--- src/rtl/cic_ctrl.sv ---
// Sequencing controller for the CIC decimator: input/output strobes, decimation
// phase, and clean ratio changes (clear + flush) at decimated-sample boundaries.
module cic_ctrl #(
    parameter int IN_DIV     = 3,
    parameter int R_MAX      = 16,
    parameter int R_DEFAULT  = 8,
    parameter int CLR_CYCLES = 2,
    parameter int FLUSH_OUT  = 2
) (
    input  logic       clk,
    input  logic       rst_n,
    input  logic       en,
    input  logic       cfg_req,
    input  logic [4:0] cfg_R,
    output logic       cfg_ack,
    output logic       cfg_err,
    output logic [4:0] R_out,
    output logic       cic_clr,
    output logic       in_stb,
    output logic       dec_stb,
    output logic       out_valid,
    output logic       busy,
    output logic [4:0] phase
);

    localparam int DIV_W   = (IN_DIV > 1) ? $clog2(IN_DIV) : 1;
    localparam int CLR_W   = (CLR_CYCLES > 1) ? $clog2(CLR_CYCLES) : 1;
    localparam int FLUSH_W = (FLUSH_OUT > 1) ? $clog2(FLUSH_OUT) : 1;

    localparam logic [DIV_W-1:0]   DIV_LAST   = DIV_W'(IN_DIV - 1);
    localparam logic [CLR_W-1:0]   CLR_LAST   = CLR_W'(CLR_CYCLES - 1);
    localparam logic [FLUSH_W-1:0] FLUSH_LAST = FLUSH_W'(FLUSH_OUT - 1);
    localparam logic [4:0]         R_MAX_V    = 5'(R_MAX);

    typedef enum logic [1:0] {IDLE, CLEAR, FLUSH, RUN} state_t;

    state_t             state_q, state_d;
    logic [4:0]         r_q, r_d;
    logic [4:0]         phase_q, phase_d;
    logic [4:0]         pend_r_q, pend_r_d;
    logic [DIV_W-1:0]   div_q, div_d;
    logic [CLR_W-1:0]   clr_q, clr_d;
    logic [FLUSH_W-1:0] flush_q, flush_d;
    logic               pend_q, pend_d;
    logic               ack_q, ack_d;
    logic               err_q, err_d;

    logic running, in_stb_i, dec_stb_i, cfg_legal, cfg_take;

    assign running   = (state_q == FLUSH) || (state_q == RUN);
    assign in_stb_i  = running && (div_q == DIV_LAST);
    assign dec_stb_i = in_stb_i && (phase_q == r_q - 5'd1);
    assign cfg_legal = (cfg_R != 5'd0) && (cfg_R <= R_MAX_V);
    assign cfg_take  = cfg_req && cfg_legal && !pend_q;

    always_ff @(posedge clk or negedge rst_n) begin
        // NOTE: sequential state uses non-blocking assignments only, so every
        // register samples the pre-edge values regardless of statement order.
        if (!rst_n) begin
            state_q  <= IDLE;
            r_q      <= 5'(R_DEFAULT);
            phase_q  <= '0;
            pend_r_q <= '0;
            div_q    <= '0;
            clr_q    <= '0;
            flush_q  <= '0;
            pend_q   <= 1'b0;
            ack_q    <= 1'b0;
            err_q    <= 1'b0;
        end else begin
            state_q  <= state_d;
            r_q      <= r_d;
            phase_q  <= phase_d;
            pend_r_q <= pend_r_d;
            div_q    <= div_d;
            clr_q    <= clr_d;
            flush_q  <= flush_d;
            pend_q   <= pend_d;
            ack_q    <= ack_d;
            err_q    <= err_d;
        end
    end

    always_comb begin
        // NOTE: every signal gets a hold/default value first so no path
        // through the branches below can infer a latch.
        state_d  = state_q;
        r_d      = r_q;
        phase_d  = phase_q;
        pend_r_d = pend_r_q;
        div_d    = div_q;
        clr_d    = clr_q;
        flush_d  = flush_q;
        pend_d   = pend_q;
        ack_d    = 1'b0;
        err_d    = 1'b0;

        // A request left pending when en fell is applied once we sit in IDLE.
        if (state_q == IDLE && pend_q) begin
            r_d    = pend_r_q;
            ack_d  = 1'b1;
            pend_d = 1'b0;
        end

        if (cfg_req && !cfg_take) begin
            err_d = 1'b1;
        end else if (cfg_take) begin
            if (!en || state_q == IDLE || state_q == CLEAR) begin
                r_d   = cfg_R;
                ack_d = 1'b1;
            end else begin
                pend_d   = 1'b1;
                pend_r_d = cfg_R;
            end
        end

        if (!en) begin
            state_d = IDLE;
            div_d   = '0;
            phase_d = '0;
            clr_d   = '0;
            flush_d = '0;
        end else begin
            case (state_q)
                IDLE: begin
                    state_d = CLEAR;
                    clr_d   = '0;
                end
                CLEAR: begin
                    if (cfg_take) begin
                        clr_d = '0;
                    end else if (clr_q == CLR_LAST) begin
                        state_d = FLUSH;
                        clr_d   = '0;
                    end else begin
                        clr_d = clr_q + CLR_W'(1);
                    end
                end
                FLUSH, RUN: begin
                    div_d = in_stb_i ? '0 : div_q + DIV_W'(1);
                    if (in_stb_i)
                        phase_d = dec_stb_i ? 5'd0 : phase_q + 5'd1;
                    // Ratio swap lands on the edge closing a decimated sample.
                    if (dec_stb_i && pend_q) begin
                        r_d     = pend_r_q;
                        ack_d   = 1'b1;
                        pend_d  = 1'b0;
                        state_d = CLEAR;
                        div_d   = '0;
                        phase_d = '0;
                        flush_d = '0;
                        clr_d   = '0;
                    end else if (dec_stb_i && state_q == FLUSH) begin
                        if (flush_q == FLUSH_LAST) begin
                            state_d = RUN;
                            flush_d = '0;
                        end else begin
                            flush_d = flush_q + FLUSH_W'(1);
                        end
                    end
                end
                default: state_d = IDLE;
            endcase
        end
    end

    always_comb begin
        cic_clr   = (state_q == CLEAR);
        in_stb    = in_stb_i;
        dec_stb   = dec_stb_i;
        out_valid = (state_q == RUN) && dec_stb_i;
        busy      = (state_q == CLEAR) || (state_q == FLUSH) || pend_q;
        phase     = phase_q;
        R_out     = r_q;
        cfg_ack   = ack_q;
        cfg_err   = err_q;
    end

endmodule
--- config.mk ---
export PLATFORM = sky130hd
export DESIGN_NAME = cic_ctrl
export DESIGN_NICKNAME = d
export VERILOG_FILES = /design/src/rtl/cic_ctrl.sv
export SDC_FILE = /design/constraint.sdc
export NUM_CORES = 1
export LEC_CHECK = 0
export CAP_MARGIN = 0
export CORE_MARGIN = 5
export CORE_UTILIZATION = 40
export DETAILED_ROUTE_END_ITERATION = 12
export GPL_ROUTABILITY_DRIVEN = 0
export PLACE_DENSITY = 0.69
export SETUP_SLACK_MARGIN = 0.1
export SKIP_CTS_REPAIR_TIMING = 1
export SLEW_MARGIN = 20
export SYNTH_ARGS = -nofsm -noshare
export SYNTH_HDL_FRONTEND = slang
export SYNTH_SLANG_ARGS = --single-unit
--- constraint.sdc ---
create_clock -name clk -period 3 [get_ports clk]
set_input_delay 0.75 -clock clk [delete_from_list [all_inputs] [get_ports clk]]
set_output_delay 0.75 -clock clk [all_outputs]
set_load 0.01 [all_outputs]
==> metrics <==
TritonCTS clock tree built; largest family of logic cells by synthesized area simple AND/OR/NAND/NOR gates; placed cells 233; insertion delay to the later sink of the worst-skew pair 0.32 ns; library cells used by synthesis 44; fraction of synthesized area in multiplexers 0.0527; setup TNS 0 ns; Initial Util 0.424; Reg clk slew, reported paths 0.14 ns; hpwl dp 2.66 mm; root buffer cell clkbuf_4; cell taking the most area after synthesis dfrtp_1; Period minus WS final 2.78 ns; crit path kind reg2out; Max clock buf depth 2; Pleak 0.867 nW; syn nets 167; antenna viol nets, final 0; Hold WC Path Type reg2reg; MaxCap Viol Count 0; Hold Vio Cnt, Final 0; Max Clock Freq 0.360 GHz; CTS buffer count 3; Critical Path Sink out_valid; simple-gate portion of the synthesized area 0.193; I/O pins 26; routed wire length 3.48 mm; largest net degree at the start of global routing 15; htree depth 1; Total Power 0.00155 W; area delta synth->final 32.8%; Stages on worst setup path 8; mean post-synth cell area 9.53 um2; total gr overflow 0; pwr dens 807 nW/um2; Total Nets Final 209; total number of vias 1246; Reg2Reg Setup Slack 0.82 ns; crit-path cells inv_2 > ha_4 > xor2_1 > nand4_1 > or4_4 > inv_4 > and2_4 > buf_6; # port buffers 25; slowest CP cell or4_4; GRT Util Overall 0.143; Post-synth EDFFs 0; DR iter-0 viols 90; initial antenna violation count 0; R2R Path Start R_out[0]; Fin Clk Skew 0.00210 ns; DIE AREA 4930 um2; outcome finished clean; Worst setup SP type flip-flop; synth warn 0; Inserted Diodes 0; fin cells 239; top cells by area, synth dfrtp_1 (40%), ha_1 (5.2%), nand2_1 (4.7%); Compound-Gate Fraction of Synth Area 0.172; first-pass GRT wire length 5.85 mm; WHS 0.526 ns; WP data required 2.25 ns; commonest cells in the netlist dfrtp_1 (23), nand2_1 (18), inv_1 (12), a21oi_1 (11), nor2_1 (10); delay of the slowest critical-path stage 0.45 ns; Die Y 70.2 um; post-synthesis xor/xnor area fraction 0.0665; crit-path leading delay family simple AND/OR/NAND/NOR gates; Synth async-reset ratio 1.00; DR WL/cell 14.6 um; top-area cell type share of the netlist area 0.397; Final Slew Violations 0; first drt pass iteration count 4; share of cells above drive strength 1 0.197; synthesized flop and latch total 24; Top FF cell, synth dfrtp_1; RSZ-0062 raised after global routing no; synthesized instance count 152; dpl cell area 1840 um2; Tcrit/Tclk final 0.927; Synth Cell Area 1450 um2; Crit. End Element primary output; FILL cells 309; crit path max fanout 4; num rows 21; R2R depth 8; Hold Startpoint pend_r_q[3]; vias in the first global route 1218; Clock Sinks 24; DRC errors left 0; Vias/cell 5.21; area of the core 3420 um2; Slew @ Worst Pin 0.605 ns; Worst VDD drop 0.300 mV; Die W 70.2 um; final count of negative-setup-slack endpoints 0; Critical Path Start R_out[0]; CP bufs+invs 3; most common cell in the netlist dfrtp_1; worst rel slew slack 0.595; Post-Synth Adder-Cell Area 0.0518; post-route cell area 1920 um2; WP data arrival 2.03 ns; sequential area share after synthesis 0.415; FF-to-FF End R_out[0]
==> flip-flops by register name (all words and copies together) (netlist names) <==
signal / flops
flush_q: 1
cfg_ack: 1
cfg_err: 1
phase: 5
div_q: 2
clr_q: 1
pend_q: 1
R_out: 5
state_q: 2
pend_r_q: 5
==> cells by family after synthesis <==
| kind of cell | Yosys count |
|---|---|
| AO/OA/AOI/OAI | 34 |
| XOR/XNOR | 11 |
| adder cells (fa/ha/maj) | 6 |
| buffers and inverters | 17 |
| flip-flops | 24 |
| multiplexers | 7 |
| AND/OR/NAND/NOR | 53 |
==> layer usage <==
metal  global-route usage  vias to the layer above  part of all wire  wire, um
met5                    0                        -                 0         0
li1                     -                      620                 -         -
met1                0.182                      591              0.43      1500
met2                0.251                       33              0.53      1840
met4               0.0319                        0            0.0058        20
met3               0.0258                        2             0.035       122
==> cells in the final DEF, fill, tap and decap left out, types with 3 or more instances in the layout <==
| cell type | instances |
|---|---|
| a21oi_1 | 11 |
| and3_1 | 4 |
| buf_4 | 15 |
| clkbuf_4 | 3 |
| clkdlybuf4s50_1 | 23 |
| dfrtp_1 | 23 |
| ha_1 | 5 |
| inv_1 | 11 |
| mux2_2 | 5 |
| nand2_1 | 18 |
| nor2_1 | 10 |
| o21ai_0 | 6 |
| o22ai_1 | 4 |
| xnor2_1 | 7 |
| xor2_1 | 4 |
==> metrics by stage <==
step | utilization | worst slack, ns
floorplan | - | 0.380
global placement | 0.537 | 0.110
detailed placement | 0.537 | 0.0610
CTS | 0.553 | -0.317
global route | 0.563 | 0.114
finish | 0.563 | 0.220
==> worst reg2reg max path, stage by stage, from the launching register on <==
cell and delay, ns:
dfrtp_1 0.41, inv_2 0.05, ha_4 0.26, xor2_1 0.14, nand4_1 0.11, or4_4 0.45
buf_4 0.21, o21a_1 0.26, o21ai_0 0.22
==> cell type report <==
type / instances / area, um2 / area share
Clock buffer: 3 / 22.5 / 0.0117
Clock inverter: 1 / 30.0 / 0.0156
Inverter: 14 / 55.1 / 0.0286
Multi-Input combinational cell: 111 / 791 / 0.411
Sequential cell: 24 / 602 / 0.313
Tap cell: 46 / 57.6 / 0.0299
Timing Repair Buffer: 40 / 367 / 0.191
==> worst min path at each step <==
| stage | slack (ns) | end | cells past startpoint |
|---|---|---|---|
| global route | 0.55 | R_out[3] | 2 |
| detailed placement | 0.50 | pend_r_q[2] | 1 |
| finish | 0.53 | R_out[3] | 2 |
| floorplan | 0.45 | R_out[0] | 0 |
| global placement | 0.49 | pend_r_q[4] | 1 |
| CTS | 0.52 | R_out[3] | 2 |
==> report_power, final <==
group | internal [W] | total [W] | switching [W] | leakage, nW
Sequential | 0.000427 | 0.000513 | 0.0000861 | 0.312
Combinational | 0.000422 | 0.000798 | 0.000377 | 0.527
Clock | 0.000135 | 0.000241 | 0.000106 | 0.0279
No activity file was read; power rests on OpenSTA's default activity.
